<file path="config.mk">
export PLATFORM = sky130hd
export DESIGN_NAME = keypad_entry_sequencer
export DESIGN_NICKNAME = d
export VERILOG_FILES = /design/src/rtl/keypad_entry_sequencer.sv
export SDC_FILE = /design/constraint.sdc
export NUM_CORES = 1
export LEC_CHECK = 0
export CAP_MARGIN = 20
export CORE_UTILIZATION = 50
export CTS_CLUSTER_SIZE = 14
export DETAILED_ROUTE_END_ITERATION = 8
export PLACE_DENSITY = 0.72
export SLEW_MARGIN = 20
export SYNTH_ARGS = -nofsm -noshare
export SYNTH_HDL_FRONTEND = slang
export SYNTH_SLANG_ARGS = --single-unit
export TNS_END_PERCENT = 5
</file>
<file path="constraint.sdc">
create_clock -name clk -period 2.9 [get_ports clk]
set_input_delay 0.58 -clock clk [delete_from_list [all_inputs] [get_ports clk]]
set_output_delay 0.58 -clock clk [all_outputs]
set_load 0.02 [all_outputs]
</file>
<file path="src/rtl/keypad_entry_sequencer.sv">
// Keypad front end for comb_lock: debounced strobe capture, 4-digit BCD buffer, ENTER replay.
// Optional ENTRY_TIMEOUT_EN clears a stale partial entry after TIMEOUT_CYCLES of inactivity.
module keypad_entry_sequencer #(
  parameter int unsigned DEBOUNCE_CYCLES = 16,
  parameter int unsigned TIMEOUT_CYCLES  = 1000000,
  parameter logic [3:0]  CLEAR_CODE      = 4'hA,
  parameter logic [3:0]  ENTER_CODE      = 4'hB
) (
  input  logic       clk,
  input  logic       rst_n,
  input  logic       key_strobe,
  input  logic [3:0] key_code,
  input  logic       lock_in,
  output logic       enter_button,
  output logic [3:0] ip_pass,
  output logic [2:0] digit_count,
  output logic       entry_err,
  output logic       busy
);

  localparam int unsigned   HW        = (DEBOUNCE_CYCLES > 1) ? $clog2(DEBOUNCE_CYCLES) : 1;
  localparam logic [HW-1:0] HOLD_LOAD = HW'(DEBOUNCE_CYCLES - 1);

  localparam logic [2:0] COLLECT = 3'd0;
  localparam logic [2:0] SEND_EN = 3'd1;
  localparam logic [2:0] SEND_D1 = 3'd2;
  localparam logic [2:0] SEND_D2 = 3'd3;
  localparam logic [2:0] SEND_D3 = 3'd4;
  localparam logic [2:0] SEND_D4 = 3'd5;

  logic          s1_q, s2_q, s3_q;
  logic [HW-1:0] hold_q, hold_d;
  logic [2:0]    state_q, state_d;
  logic [2:0]    count_q, count_d;
  logic [3:0]    slot_q [4];
  logic [3:0]    slot_d [4];
  logic          enter_q, enter_d, busy_q, busy_d, err_q, err_d;
  logic [3:0]    pass_q, pass_d;
  logic          press_ev, is_digit;
`ifdef ENTRY_TIMEOUT_EN
  logic [31:0]   idle_q, idle_d;
`endif

  assign press_ev = s2_q & ~s3_q & (hold_q == '0);
  assign is_digit = (key_code <= 4'd9);

  always_comb begin
    hold_d  = hold_q;
    state_d = state_q;
    count_d = count_q;
    slot_d  = slot_q;
    err_d   = 1'b0;
    if (press_ev)
      hold_d = HOLD_LOAD;
    else if (hold_q != '0)
      hold_d = hold_q - 1'b1;

    case (state_q)
      COLLECT: begin
        // lock_in has priority over any event arriving in the same cycle
        if (lock_in) begin
          count_d = '0;
        end else if (press_ev) begin
          if (is_digit) begin
            if (count_q < 3'd4) begin
              slot_d[count_q[1:0]] = key_code;
              count_d              = count_q + 3'd1;
            end else begin
              err_d = 1'b1;
            end
          end else if (key_code == CLEAR_CODE) begin
            count_d = '0;
          end else if (key_code == ENTER_CODE) begin
            if (count_q == 3'd4) begin
              state_d = SEND_EN;
            end else begin
              count_d = '0;
              err_d   = 1'b1;
            end
          end
        end
      end
      SEND_EN: state_d = SEND_D1;
      SEND_D1: state_d = SEND_D2;
      SEND_D2: state_d = SEND_D3;
      SEND_D3: state_d = SEND_D4;
      SEND_D4: begin
        state_d = COLLECT;
        count_d = '0;
      end
      default: state_d = COLLECT;
    endcase

`ifdef ENTRY_TIMEOUT_EN
    idle_d = '0;
    if (state_q == COLLECT && !lock_in && !press_ev && count_q != '0) begin
      if (idle_q >= 32'(TIMEOUT_CYCLES - 1)) begin
        count_d = '0;
        err_d   = 1'b1;
      end else begin
        idle_d = idle_q + 32'd1;
      end
    end
`endif

    // Outputs are decoded from the next state so they align with the state register.
    enter_d = (state_d == SEND_EN);
    busy_d  = (state_d != COLLECT);
    case (state_d)
      SEND_D1: pass_d = slot_q[0];
      SEND_D2: pass_d = slot_q[1];
      SEND_D3: pass_d = slot_q[2];
      SEND_D4: pass_d = slot_q[3];
      default: pass_d = '0;
    endcase
  end

  always_ff @(posedge clk or negedge rst_n) begin
    if (!rst_n) begin
      s1_q    <= 1'b0;
      s2_q    <= 1'b0;
      s3_q    <= 1'b0;
      hold_q  <= '0;
      state_q <= COLLECT;
      count_q <= '0;
      for (int unsigned i = 0; i < 4; i++) slot_q[i] <= '0;
      enter_q <= 1'b0;
      busy_q  <= 1'b0;
      err_q   <= 1'b0;
      pass_q  <= '0;
    end else begin
      s1_q    <= key_strobe;
      s2_q    <= s1_q;
      s3_q    <= s2_q;
      hold_q  <= hold_d;
      state_q <= state_d;
      count_q <= count_d;
      slot_q  <= slot_d;
      enter_q <= enter_d;
      busy_q  <= busy_d;
      err_q   <= err_d;
      pass_q  <= pass_d;
    end
  end

`ifdef ENTRY_TIMEOUT_EN
  always_ff @(posedge clk or negedge rst_n) begin
    if (!rst_n) idle_q <= '0;
    else        idle_q <= idle_d;
  end
`endif

  assign enter_button = enter_q;
  assign ip_pass      = pass_q;
  assign digit_count  = count_q;
  assign entry_err    = err_q;
  assign busy         = busy_q;

endmodule
</file>
# After elaboration in Yosys (flattened, before gate mapping)
# Index checks and enable logic that the tools add are counted.
# W data, S select, Z words.
[totals]
mem_bits_ro = 0
regBits = 36
output_inout_bits = 10
ramBits = 0
wordCells = 80
latchBits = 0
memories = 0
[classes]
eq_ne = 17
add_sub_neg = 2
n_mux = 29
shift = 0
n_lt_le_gt_ge = 4
bitwise = 5
n_reduce_logical = 9
multipliers = 0
n_div = 0
[ops]
columns = ["cell", "count"]
rows = [
  ["$mux W3", 13],
  ["$bwmux W16", 1],
  ["$pmux W4 S4", 1],
  ["$eq A3 B3 Y1 const B", 5],
  ["$pmux W3 S5", 1],
  ["$eq A3 B2 Y1 const B", 4],
  ["$mux W4", 3],
  ["$ne A5 B5 Y1 const B", 2],
  ["$reduce_and A5 Y1", 2],
  ["$demux W4 S2", 1],
  ["$eq A4 B4 Y1 const B", 2],
  ["$mux W1", 8],
  ["$eq A3 B1 Y1 const B", 2],
  ["$pmux W3 S2", 1],
  ["$le A4 B4 Y1 const B", 1],
  ["$logic_not A4 Y1", 1],
  ["$ne A4 B4 Y1 const B", 1],
  ["$reduce_bool A2 Y1", 2],
  ["$reduce_bool A4 Y1", 1],
  ["$sub A4 B1 Y4 const B", 1],
  ["$add A3 B1 Y3 const B", 1],
  ["$ge A3 B3 Y1 const B", 1],
  ["$logic_not A3 Y1", 1],
  ["$lt A3 B1 Y1 const B", 1],
  ["other kinds (7)", 9],
]

# Depth between registers and ports, before layout
[logic_depth]
word_depth = 10
ltp_mapped = 6

# Worst setup path after synthesis
# No wires, ideal clock.
[synth_path]
kind = "reg-to-reg"
startpoint = "register hold_q[0]"
endpoint = "register slot_q[1] (netlist name)"
t_arrival_ns = 1.873
stages_incl_launch_ff = 7
synth_period_minus_slack_ns = 1.998
setup_slack_ns = 0.902
path_cell_list = "dfrtp_1 -> inv_1 -> ha_1 -> or3b_4 -> nor3_4 -> nand3_2 -> mux2_4"
[synth_between]
elab_chain_len = 3
[synth_lines]
columns = ["item", "line_no", "text"]
rows = [
  ["start, declared", "32", "logic [HW-1:0] hold_q, hold_d;"],
  ["start signal, assigned", "135", "hold_q <= hold_d;"],
  ["$logic_not A4 Y1", "44", "assign press_ev = s2_q & ~s3_q & (hold_q == '0);"],
  ["$and A1 B1 Y1", "44", ""],
  ["$reduce_and A5 Y1 (no source line)", "--", ""],
  ["end signal, assigned", "138", "slot_q <= slot_d;"],
  ["end, declared", "35", "logic [3:0] slot_q [4];"],
]
# Every way passes these cells.
# A chain may end at the register's enable or synchronous reset.

# Worst setup path in the final report
[layout_path]
startpoint = "input lock_in"
endpoint = "register slot_q[0] (netlist name)"
[layout_between]
elab_chain_len = 2
[layout_lines]
columns = ["item", "line_no", "text"]
rows = [
  ["start, declared", "13", "input logic lock_in,"],
  ["$not A1 Y1 (no source line)", "--", ""],
  ["$reduce_and A5 Y1 (no source line)", "--", ""],
]
# Every way passes these cells.

==> qor.csv <==
stage;metric;value;unit
synthesis;Synth Warn #;0;
clock_network;clock root cell;clkbuf_4;
sta;Worst Tran Pin Value;457.3;ps
worst_setup_path;CP Launch Type;input port;
synthesis;register area share after synthesis;51.47;%
sta;fin crit share;79.37;%
clock_network;CTS sink cnt;36;
worst_setup_path;CP Capture Type;flop;
die;num ports;18;
sta;fin. max-slew vios;0;
clock_network;Post-CTS Setup Bufs;0;
worst_setup_path;Worst path max stage delay;540;ps
synthesis;Post-Synth XOR/XNOR Area;0.5004;%
sta;Setup TNS;0;ps
worst_setup_path;worst path buffer plus inverter count;1;
synthesis;cell area after synthesis;1750;um2
power;P per Cell Area;745.0;nW/um2
die;Starting Density;52.46;%
drt;vias per inst;5.560;
global_routing;Global Route Usage Sum;21.91;%
synthesis;Synth Register Bits;36;
synthesis;unique cell type count in the Yosys netlist;42;
die;Core Region;3337;um2
sta;Final Hold Fails;0;
synthesis;synthesized area per cell;12.33;um2
worst_setup_path;CP max FO;9;
final_layout;final net count;176;
worst_setup_path;Slowest cell on crit path;clkdlybuf4s50_1;
global_routing;largest net degree at the start of global routing;37;
clock_network;CTS Buf Count;5;
synthesis;Area contributors post-synth;dfrtp_1, mux2_1, ha_1, mux2_4, mux2i_1;
place;hpwl dp;2560;um
clock_network;H-tree depth;2;
sta;Slew HR;69.51;%
synthesis;simple logic cell fraction of the synthesized area;14.51;%
flow_run;number of max-cap violations;0;
die;Chip Width;61.17;um
worst_setup_path;CP Data Required Time;3120;ps
power;VDD IR max;0.0004353;V
synthesis;Gate Count Post-Synth;142;
global_routing;vias in the first global route;1235;
synthesis;number of synthesized flops with an enable pin;0;
place;GP Congestion;0.8366;
final_layout;Core Util, Final;60.48;%
place;Port Buffers;17;
drt;TritonRoute pass-1 iters;4;
sta;setup violators final;0;
global_routing;total gr overflow;0;
die;die area;3742;um2
die;Rows;21;
sta;achievable clock frequency;434.5;MHz
synthesis;Post-synth top cells;dfrtp_1, mux2_1, ha_1;
synthesis;largest family of logic cells by synthesized area;simple AND/OR/NAND/NOR gates;
worst_setup_path;CP Cell Sequence;clkdlybuf4s50_1, or3b_4, nor3_4, nand3_2, mux2_4;
global_routing;first-pass GRT wire length;5802;um
final_layout;Ant. Diodes;0;
drt;ANT nets after route;0;
synthesis;top_reg_cell synth;dfrtp_1;
drt;Post-route DRC;0;
clock_network;Post-CTS Resized;0;
synthesis;syn nets;156;
power;Leak;0.9156;nW
run_status;outcome;finished, final reports clean;
worst_setup_path;Crit Path Class;in2reg;
final_layout;P&R area growth vs syn;15.30;%
clock_network;cts hold-fix bufs;0;
sta;RSZ-0062 raised after global routing;no;
drt;DR iter-0 viols;64;
drt;total wire length;3350;um
clock_network;CTS tree;done;
synthesis;post-synthesis mux area share;14.08;%
synthesis;Synth top area share;51.47;%
min_path;Hold Path Class;reg2reg;
worst_setup_path;crit path DAT;2520;ps
sta;minimum clock period;2302;ps
global_routing;initial antenna violation count;0;
worst_setup_path;CP delay by family, top;simple AND/OR/NAND/NOR gates;
final_layout;layout cells sized above 1;14.11;%
synthesis;async set-reset flop share out of synthesis;100.0;%
clock_network;clock insertion delay at the later pin of the skew report;340;ps
synthesis;most common cell in the netlist;dfrtp_1;
die;die boundary height;61.17;um
clock_network;Clock transition at path regs;90;ps
synthesis;Synth Area in Adders;4.289;%
drt;Vias;1162;
synthesis;post-synthesis compound-gate area fraction;12.58;%
synthesis;area leader, netlist;dfrtp_1;
clock_network;Clock Path Buffers;2;
sta;Final Skew;11.71;ps
drt;routed len/inst;16.03;um
-- path summary, 6_finish.rpt --
check / start / to / slack [ps] / depth (start not counted)
max in group asynchronous: rst_n / hold_q[3] / 1930 / 2
min: s1_q / s2_q / 360 / 0
max: lock_in / slot_q[0] / 600 / 5
min reg2reg: s1_q / s2_q / 360 / 0
max reg2reg: hold_q[0] / slot_q[0] / 630 / 6
min in group asynchronous: rst_n / ip_pass[1] / 650 / 2
-- layout make-up --
class	count	area [um2]
sequential	36	900.9
multi-input combinational	96	804.5
timing repair buffer	18	177.7
fill	285	1319
tap	46	57.56
clock buffer	8	58.81
inverter	5	18.77
-- flip-flops by register name, indices dropped and copies added (netlist names) --
register	count
s2_q	1
slot_q	16
digit_count	3
hold_q	4
s1_q	1
s3_q	1
entry_err	1
enter_button	1
ip_pass	4
state_q	3
busy	1
-- power breakdown --
| part | switching (mW) | internal, mW |
|---|---|---|
| sequential | 0.131 | 0.598 |
| clock | 0.150 | 0.120 |
| combinational | 0.265 | 0.240 |
| total | 0.546 | 0.958 |
-- metrics by stage --
step,power [mW],hold slack [ps],worst slack [ps],cell area [um2],std cells
6_report,1.504,362.2,598.3,2018,209
5_1_grt,1.616,375.1,532.2,2018,209
4_1_cts,1.517,369.7,612.4,2018,209
3_5_place_dp,1.246,347.9,259.7,1959,201
3_3_place_gp,1.208,338.5,324.3,1959,201
2_1_floorplan,1.067,284.4,901.9,1750,142
-- cells in the final DEF, fill, tap and decap left out, types with 3 or more instances in the layout --
| cell type | n |
|---|---|
| clkdlybuf4s50_1 | 17 |
| ha_1 | 6 |
| nor2_1 | 3 |
| nand2b_1 | 4 |
| clkbuf_4 | 5 |
| mux2i_1 | 4 |
| a21oi_1 | 4 |
| nor2b_1 | 5 |
| or3_1 | 3 |
| dfrtp_1 | 36 |
| mux2_1 | 12 |
| mux2_4 | 4 |
| a22oi_1 | 4 |
| nand3_2 | 4 |
| o22ai_1 | 5 |
| nand2_1 | 5 |
| inv_1 | 5 |
| o21ai_0 | 4 |
-- cell families after synthesis --
logic type	Yosys count
AO/OA/AOI/OAI	30
multiplexers	21
adder cells (fa/ha/maj)	6
buffers and inverters	10
XOR/XNOR	1
AND/OR/NAND/NOR	38
flip-flops	36
-- metal layers --
metal | routed length [um] | GRT usage (%)
met3 | 128 | 5.882
met2 | 1677 | 36.49
met5 | 0 | 0
met1 | 1493 | 28.05
met4 | 51 | 6.494
No activity file was read; power rests on OpenSTA's default activity.
